**src/rtl/card_shoe_dealer_if.sv**
```systemverilog
// rtl/card_shoe_dealer_if.sv - draw/shuffle request and dealt-card bus of the card shoe dealer
//
// Signals:
//   draw, shuffle_req         requests from the game FSM to the shoe
//   card_out, card_rank       last dealt card (value 1..10, rank 1..13)
//   card_valid                one-cycle pulse per dealt card
//   ready, shuffling          shoe status
//   cards_left, low_deck      undealt card count and low-shoe warning
// Modports: master = game FSM side, slave = dealer side.
interface card_shoe_dealer_if;
    logic       draw;
    logic       shuffle_req;
    logic [3:0] card_out;
    logic [3:0] card_rank;
    logic       card_valid;
    logic       ready;
    logic       shuffling;
    logic [5:0] cards_left;
    logic       low_deck;

    modport master (
        output draw, shuffle_req,
        input  card_out, card_rank, card_valid, ready, shuffling, cards_left, low_deck
    );

    modport slave (
        input  draw, shuffle_req,
        output card_out, card_rank, card_valid, ready, shuffling, cards_left, low_deck
    );
endinterface

```
**src/rtl/card_shoe_dealer.sv**
```systemverilog
// rtl/card_shoe_dealer.sv - 52-card shoe with LFSR-driven Fisher-Yates shuffle and one-card-per-draw dealing
//
// Ports:
//   clk    in   system clock, all logic on posedge
//   reset  in   asynchronous active-high reset
//   bus    slave modport of card_shoe_dealer_if (draw/shuffle_req in, dealt card and status out)
// Parameters:
//   LFSR_SEED     reset value of the 16-bit Galois LFSR (0 is replaced by 1)
//   RESHUFFLE_AT  low_deck asserts when cards_left is below this value
//   AUTO_SHUFFLE  1: reshuffle by itself once the shoe is empty; 0: wait for shuffle_req
module card_shoe_dealer #(
    parameter logic [15:0] LFSR_SEED    = 16'hACE1,
    parameter int          RESHUFFLE_AT = 15,
    parameter bit          AUTO_SHUFFLE = 1'b1
) (
    input  logic                 clk,
    input  logic                 reset,
    card_shoe_dealer_if.slave    bus
);

    localparam logic [1:0] ST_FILL    = 2'd0;
    localparam logic [1:0] ST_SHUFFLE = 2'd1;
    localparam logic [1:0] ST_READY   = 2'd2;

    localparam logic [15:0] SEED   = (LFSR_SEED == 16'h0000) ? 16'h0001 : LFSR_SEED;
    localparam logic [15:0] TAPS   = 16'hB400;
    localparam logic [5:0]  LOW_AT = 6'(RESHUFFLE_AT);

    logic [1:0]  state_q, state_d;
    logic [15:0] lfsr_q, lfsr_d;
    logic [5:0]  idx_q, idx_d;          // fill position k in FILL, swap position i in SHUFFLE
    logic [3:0]  fill_rank_q, fill_rank_d;
    logic [5:0]  ptr_q, ptr_d;
    logic [5:0]  left_q, left_d;
    logic [3:0]  card_out_q, card_out_d;
    logic [3:0]  card_rank_q, card_rank_d;
    logic        card_valid_q, card_valid_d;

    logic [3:0]  deck [0:51];
    logic [5:0]  swap_j;
    logic        swap_ok;
    logic [3:0]  deal_rank;

    assign swap_j    = lfsr_q[5:0];
    // Rejection sampling: an out-of-range j simply burns one cycle and the LFSR moves on.
    assign swap_ok   = (state_q == ST_SHUFFLE) && (swap_j <= idx_q);
    assign deal_rank = deck[ptr_q];

    always_comb begin
        state_d      = state_q;
        idx_d        = idx_q;
        fill_rank_d  = fill_rank_q;
        ptr_d        = ptr_q;
        left_d       = left_q;
        card_out_d   = card_out_q;
        card_rank_d  = card_rank_q;
        card_valid_d = 1'b0;
        lfsr_d       = lfsr_q[0] ? ({1'b0, lfsr_q[15:1]} ^ TAPS) : {1'b0, lfsr_q[15:1]};

        case (state_q)
            ST_FILL: begin
                idx_d       = idx_q + 6'd1;
                fill_rank_d = (fill_rank_q == 4'd13) ? 4'd1 : fill_rank_q + 4'd1;
                if (idx_q == 6'd51) begin
                    state_d = ST_SHUFFLE;
                    idx_d   = 6'd51;
                end
            end
            ST_SHUFFLE: begin
                if (swap_ok) begin
                    if (idx_q == 6'd1) begin
                        state_d = ST_READY;
                        ptr_d   = 6'd0;
                        left_d  = 6'd52;
                    end else begin
                        idx_d = idx_q - 6'd1;
                    end
                end
            end
            ST_READY: begin
                if (bus.shuffle_req) begin
                    state_d = ST_SHUFFLE;
                    idx_d   = 6'd51;
                    ptr_d   = 6'd0;
                    left_d  = 6'd0;
                end else if (bus.draw && left_q != 6'd0) begin
                    card_rank_d  = deal_rank;
                    card_out_d   = (deal_rank > 4'd10) ? 4'd10 : deal_rank;
                    card_valid_d = 1'b1;
                    ptr_d        = ptr_q + 6'd1;
                    left_d       = left_q - 6'd1;
                end else if (AUTO_SHUFFLE && left_q == 6'd0) begin
                    state_d = ST_SHUFFLE;
                    idx_d   = 6'd51;
                    ptr_d   = 6'd0;
                end
            end
            default: begin
                state_d     = ST_FILL;
                idx_d       = 6'd0;
                fill_rank_d = 4'd1;
            end
        endcase
    end

    always_ff @(posedge clk or posedge reset) begin
        if (reset) begin
            state_q      <= ST_FILL;
            lfsr_q       <= SEED;
            idx_q        <= 6'd0;
            fill_rank_q  <= 4'd1;
            ptr_q        <= 6'd0;
            left_q       <= 6'd0;
            card_out_q   <= 4'd0;
            card_rank_q  <= 4'd0;
            card_valid_q <= 1'b0;
        end else begin
            state_q      <= state_d;
            lfsr_q       <= lfsr_d;
            idx_q        <= idx_d;
            fill_rank_q  <= fill_rank_d;
            ptr_q        <= ptr_d;
            left_q       <= left_d;
            card_out_q   <= card_out_d;
            card_rank_q  <= card_rank_d;
            card_valid_q <= card_valid_d;
        end
    end

    // Deck storage needs no reset: FILL rewrites every entry before any card is dealt.
    // When j == i both writes carry the same value, so the write order does not matter.
    always_ff @(posedge clk) begin
        if (state_q == ST_FILL) begin
            deck[idx_q] <= fill_rank_q;
        end else if (swap_ok) begin
            deck[idx_q]  <= deck[swap_j];
            deck[swap_j] <= deck[idx_q];
        end
    end

    assign bus.card_out   = card_out_q;
    assign bus.card_rank  = card_rank_q;
    assign bus.card_valid = card_valid_q;
    assign bus.cards_left = left_q;
    assign bus.ready      = (state_q == ST_READY) && (left_q != 6'd0);
    assign bus.low_deck   = (state_q == ST_READY) && (left_q < LOW_AT);
    // The reset state is FILL, so shuffling is masked while reset is held to keep all outputs at 0.
    assign bus.shuffling  = ~reset && ((state_q == ST_FILL) || (state_q == ST_SHUFFLE));

endmodule

```
**src/flat_wrapper.sv**
```systemverilog
// flat-port wrapper written by rule: the top's interface ports become plain ports
module card_shoe_dealer_flat 
#(
    parameter logic [15:0] LFSR_SEED    = 16'hACE1,
    parameter int          RESHUFFLE_AT = 15,
    parameter bit          AUTO_SHUFFLE = 1'b1
)
  (clk, reset, bus_draw, bus_shuffle_req, bus_card_out, bus_card_rank, bus_card_valid, bus_ready, bus_shuffling, bus_cards_left, bus_low_deck);
  card_shoe_dealer_if bus_i ();
  input  logic clk;
  input  logic reset;
  input wire logic [$bits(bus_i.draw)-1:0] bus_draw;
  input wire logic [$bits(bus_i.shuffle_req)-1:0] bus_shuffle_req;
  output wire logic [$bits(bus_i.card_out)-1:0] bus_card_out;
  output wire logic [$bits(bus_i.card_rank)-1:0] bus_card_rank;
  output wire logic [$bits(bus_i.card_valid)-1:0] bus_card_valid;
  output wire logic [$bits(bus_i.ready)-1:0] bus_ready;
  output wire logic [$bits(bus_i.shuffling)-1:0] bus_shuffling;
  output wire logic [$bits(bus_i.cards_left)-1:0] bus_cards_left;
  output wire logic [$bits(bus_i.low_deck)-1:0] bus_low_deck;
  assign bus_i.draw = bus_draw;
  assign bus_i.shuffle_req = bus_shuffle_req;
  assign bus_card_out = bus_i.card_out;
  assign bus_card_rank = bus_i.card_rank;
  assign bus_card_valid = bus_i.card_valid;
  assign bus_ready = bus_i.ready;
  assign bus_shuffling = bus_i.shuffling;
  assign bus_cards_left = bus_i.cards_left;
  assign bus_low_deck = bus_i.low_deck;
  card_shoe_dealer #(.LFSR_SEED(LFSR_SEED), .RESHUFFLE_AT(RESHUFFLE_AT), .AUTO_SHUFFLE(AUTO_SHUFFLE)) u_core (.clk(clk), .reset(reset), .bus(bus_i));
endmodule
```
**config.mk**
```make
export PLATFORM = sky130hd
export DESIGN_NAME = card_shoe_dealer_flat
export DESIGN_NICKNAME = d
export VERILOG_FILES = /design/src/rtl/card_shoe_dealer_if.sv /design/src/rtl/card_shoe_dealer.sv /design/src/flat_wrapper.sv
export SDC_FILE = /design/constraint.sdc
export NUM_CORES = 1
export LEC_CHECK = 0
export CAP_MARGIN = 10
export CORE_MARGIN = 8
export CORE_UTILIZATION = 47
export CTS_BUF_LIST = sky130_fd_sc_hd__clkbuf_4 sky130_fd_sc_hd__clkbuf_8
export CTS_CLUSTER_DIAMETER = 40
export CTS_CLUSTER_SIZE = 40
export DETAILED_ROUTE_END_ITERATION = 6
export GPL_TIMING_DRIVEN = 0
export PLACE_DENSITY = 0.7
export SETUP_SLACK_MARGIN = 0.5
export SLEW_MARGIN = 20
export SYNTH_ARGS = -nofsm -noshare
export SYNTH_HDL_FRONTEND = slang
export SYNTH_SLANG_ARGS = --single-unit
```
**constraint.sdc**
```tcl
create_clock -name clk -period 5.8 [get_ports clk]
set_input_delay 0.58 -clock clk [delete_from_list [all_inputs] [get_ports clk]]
set_output_delay 0.58 -clock clk [all_outputs]
set_load 0.02 [all_outputs]
```
After elaboration in Yosys (flattened, before gate mapping)
Memories as Yosys holds them, arrays and structs flattened.
Index checks and enable logic that the tools add are counted.

cells by class
  add/subtract/negate cells = 5
  reductions and logical operators = 16
  bitwise gates (word level) = 4
  order comparisons = 3
  eq/ne operators = 13
  multiplexer cells = 38

operators by type and width
  operator               count
  $mux W6                15
  $pmux W6 S2            2
  $pmux W6 S3            1
  $mux W16               1
  $add A6 B1 Y6 const B  2
  $mux W2                6
  $mux W4                3
  $reduce_and A4 Y1      3
  $sub A6 B1 Y6 const B  2
  $mux W1                8
  $pmux W4 S2            1
  $eq A6 B1 Y1 const B   1
  $eq A6 B6 Y1 const B   1
  $le A6 B6 Y1           1
  $logic_not A6 Y1       1
  $lt A6 B4 Y1 const B   1
  $ne A3 B2 Y1 const B   2
  $pmux W2 S3            1
  $reduce_bool A6 Y1     1
  $logic_and A1 B1 Y1    5
  $reduce_and A5 Y1      1
  $add A4 B1 Y4 const B  1
  $eq A4 B4 Y1 const B   1
  $gt A4 B4 Y1 const B   1
  other kinds (14)       17

storage, ports and cells
  register bits after elaboration = 49
  word-level logic and storage cells = 89
  memory bits (writable) = 208
  bits of input ports = 4
  output and inout port bits = 18
  memories = 1

memories
  memory       words  width  rd ports  clocked after Yosys merged registers in  wr ports  RTL line                RTL
  u_core.deck  52     4      3         0                                        2         card_shoe_dealer.sv:39  logic [3:0] deck [0:51];

Longest topological paths before layout
  depth after elaboration = 6
  gate-level depth with buffers = 14
  gate-level depth less buffers = 9

Worst setup path after synthesis
OpenSTA, ideal clock, no wires.

  path type = reg2reg
  from = reg u_core.idx_q[1]
  to = mem u_core.deck[10][0], enable pin
  buffers on the path = 3
  clock period less this slack = 3.500 ns
  library setup time = 0.361 ns
  path slack = 2.300 ns
  arrival = 3.139 ns
  stages on the path, launching flop included = 12
  cell sequence = dfrtp_1 -> buf_6 -> buf_2 -> inv_1 -> clkbuf_1 -> ha_1 -> nor2b_1 -> o21ai_1 -> a31oi_2 -> nor4_2 -> nand2_2 -> o21ai_0

RTL lines
  item                      RTL line                 RTL
  start: declaration        card_shoe_dealer.sv:31   logic [5:0] idx_q, idx_d;
  start signal: assignment  card_shoe_dealer.sv:120  idx_q <= idx_d;
  end: declaration          card_shoe_dealer.sv:39

==> flow_summary.ini <==
[clocking]
cts_num_sinks = 257
clockBufferDepth = 3
numCtsBuffers = 42
path_clk_slew_ns = 0.07
post_cts_buffers = 0
holdBufCountCts = 0
tritoncts = built
htreeDepth = 2
cts_root_buffer = clkbuf_8
clk_latency_ns = 0.64

[logic_synthesis]
synth-simple-area-share_pct = 9.48
synth_edf_count = 208
synth-seq-cells = 257
synth_nets = 1547
netlist_area_um2 = 17600
synth_top_family_by_area = multiplexers
syn_area_per_cell_um2 = 11.5
synth_compound_area_share_pct = 16.2
synthArstFlopShare_pct = 19.1
yosysUniqueCellTypes = 88
synthAdderAreaFrac_pct = 1.35
synth_mux_area_share_pct = 24.7
synth_xor_area_share_pct = 0.150
synth_cells = 1524
yosys_most_used_dff = edfxtp_1
synth_seq_area_share_pct = 42.6
yosysWarnings = 0

[power_and_ir_drop]
power.share.switching_pct = 23.1
pwr-share-clk_pct = 47.3
leakagePower_nw = 7.29
p_seq_share_pct = 52.4
intPower_mw = 2.89
combPwrFrac_pct = 0.4
power_density_nw_per_um2 = 194
vdd_drop_max_mv = 0.199
p_sw_mw = 0.869

[detailed_routing]
vias = 16298
drt-wirelength-per-cell_um = 44.3
drc = 0
drt_first_pass_iters = 6
drtAntennaViolNets = 0
drtIter0Drc = 2547
wirelength_um = 93000
viasPerCell = 7.76

[layout]
nets = 1615
drive_gt1_share_pct = 20.7
layout_common_cells = mux2i_1, edfxtp_1, nand2_1
fin_area_um2 = 19400
final_common_cell = mux2i_1
area_delta_synth_final_pct = 10.5
fill_cells = 3301

[grt]
grt_pass1_wl_um = 126000
antenna_found_initial = 10
overflow = 0
grt_max_degree = 36
grt_pass1_vias = 15455
track_usage_pct = 41.4

[critical_path]
startpoint_type = register
cp_max_fo = 10
required_ns = 6.05
critical_path_class = reg -> reg
end_kind = register
rr_startpoint = u_core.lfsr_q[0]
worstPathArrival_ns = 5.53
startpoint = u_core.lfsr_q[0]

[run]
max_cap_viol_count = 0

[placement]
gp_congestion = 1.12
io_buffer_count = 20
placed_area_um2 = 18400
dp_hpwl_um = 67200

[floorplan]
rows = 71
core_area_um2 = 37200
dieWidth_um = 209
die_y_um = 209
initial_core_util_pct = 47.2
die_area_um2 = 43800
io_pins = 22

[outcome]
status = finished clean

[sta]
setup_violations = 0
fin_worst_skew_ns = 0.0493
relSlewSlack_pct = 4.78
slew_violations = 0
layout_worst_path_cycle_share_pct = 90.9
fin_crit_ns = 5.27
fmax_ghz = 0.190
hold-worst-slack_ns = 0.287
grt_setup_unrepaired = false
tightestPinTransition_ns = 1.42
hold_violations = 0
tns_ns = 0

[min_path]
min_path_type = in -> async
==> cells in the mapped netlist, drive strengths merged (10+ instances only) <==
cell / n / area [µm²]
a211oi: 12 / 95.1
a21oi: 53 / 265
a221oi: 56 / 497
a22oi: 49 / 368
a31oi: 10 / 68.8
and2: 10 / 62.6
buf: 98 / 713
clkbuf: 45 / 170
dfrtp: 40 / 1000
edfxtp: 208 / 6250
ha: 19 / 238
inv: 19 / 71.3
mux2: 44 / 499
mux2i: 263 / 2640
mux4: 53 / 1190
nand2: 117 / 477
nand2b: 11 / 68.8
nand3: 34 / 170
nor2: 65 / 254
nor2b: 14 / 87.6
nor3: 18 / 111
nor4: 12 / 109
o211ai: 10 / 75.1
o21ai: 89 / 453
o221ai: 16 / 140
o22ai: 22 / 151
==> kinds of logic after synthesis <==
logic type	Yosys count
AOI/OAI and AO/OA	397
xor gates and xnor gates	3
adders and majority gates	19
buffers and inverters	166
DFF	257
muxes	360
and+or+nand+nor	322
==> path summary, 6_finish.rpt <==
check                                endpoint  cells past startpoint  slack, ns
max in group asynchronous   u_core.lfsr_q[10]                      3       4.93
min reg2reg                  u_core.lfsr_q[8]                      0       0.35
min in group clk             u_core.lfsr_q[8]                      0       0.35
min                          u_core.lfsr_q[4]                      2       0.29
max                        u_core.deck[23][1]                     12       0.53
max reg2reg                u_core.deck[23][1]                     12       0.53
==> power by group through the flow <==
stage               clock, mW  combinational (mW)  sequential, mW
detailed placement          0              0.0140            2.01
finish                   1.78              0.0134            1.97
global route             1.85              0.0154            1.97
floorplan                   0             0.00704            2.01
global placement            0              0.0121            2.01
CTS                      1.78              0.0141            1.97
==> per-layer routing <==
layer | GRT usage, % | share of wire [%] | vias to the layer above
met5 | 0 | 0.10 | -
met4 | 28.0 | 8.1 | 8
met3 | 15.3 | 15 | 400
met2 | 57.7 | 40 | 1598
met1 | 53.1 | 37 | 8098
li1 | - | - | 6194
==> state kept, by name (all words and copies together), names as in the netlist <==
name                   cells
u_core.bus.cards_left      6
u_core.bus.card_valid      1
u_core.idx_q               6
u_core.deck              208
u_core.state_q             2
u_core.bus.card_rank       4
u_core.lfsr_q             16
u_core.ptr_q               6
u_core.fill_rank_q         4
u_core.bus.card_out        4
==> critical path, cell delays in order, from the launching register on <==
cell	delay (ns)
dfstp_2	0.61
buf_2	0.39
clkinvlp_4	0.48
clkbuf_1	0.58
ha_1	0.49
and3_1	0.22
a31oi_4	0.12
nor2_2	0.40
buf_4	0.31
and3_1	0.27
clkbuf_1	0.38
nand2_1	0.27
o21ai_0	0.35
==> area by class of cell <==
cell class | count | area, µm² | share of cell area (%)
Tap cell | 474 | 593 | 3.06
Sequential cell | 257 | 7480 | 38.6
Clock inverter | 22 | 209 | 1.08
Buffer | 143 | 888 | 4.58
Inverter | 23 | 93.8 | 0.484
Clock buffer | 54 | 706 | 3.64
Multi-Input combinational cell | 1101 | 9170 | 47.3
Antenna cell | 1 | 2.50 | 0.0129
Timing Repair Buffer | 24 | 249 | 1.28
==> what timing repair did <==
action / in CTS / in global routing
gates resized for setup: 3 / 7
setup endpoints to repair: 31 / 36
pin swaps: 0 / 0
==> stage by stage <==
| step | total power, mW | setup slack, ns | util, % | std cells |
|---|---|---|---|---|
| 5_1_grt | 3.83 | 0.532 | 52.1 | 2099 |
| 6_report | 3.76 | 0.527 | 52.1 | 2099 |
| 4_1_cts | 3.77 | 0.616 | 52.0 | 2098 |
| 3_5_place_dp | 2.02 | 0.365 | 49.6 | 2022 |
| 3_3_place_gp | 2.02 | 0.359 | 49.3 | 2018 |
| 2_1_floorplan | 2.01 | 2.30 | - | 1524 |
Note: power is estimated with default switching activity, not from simulation.
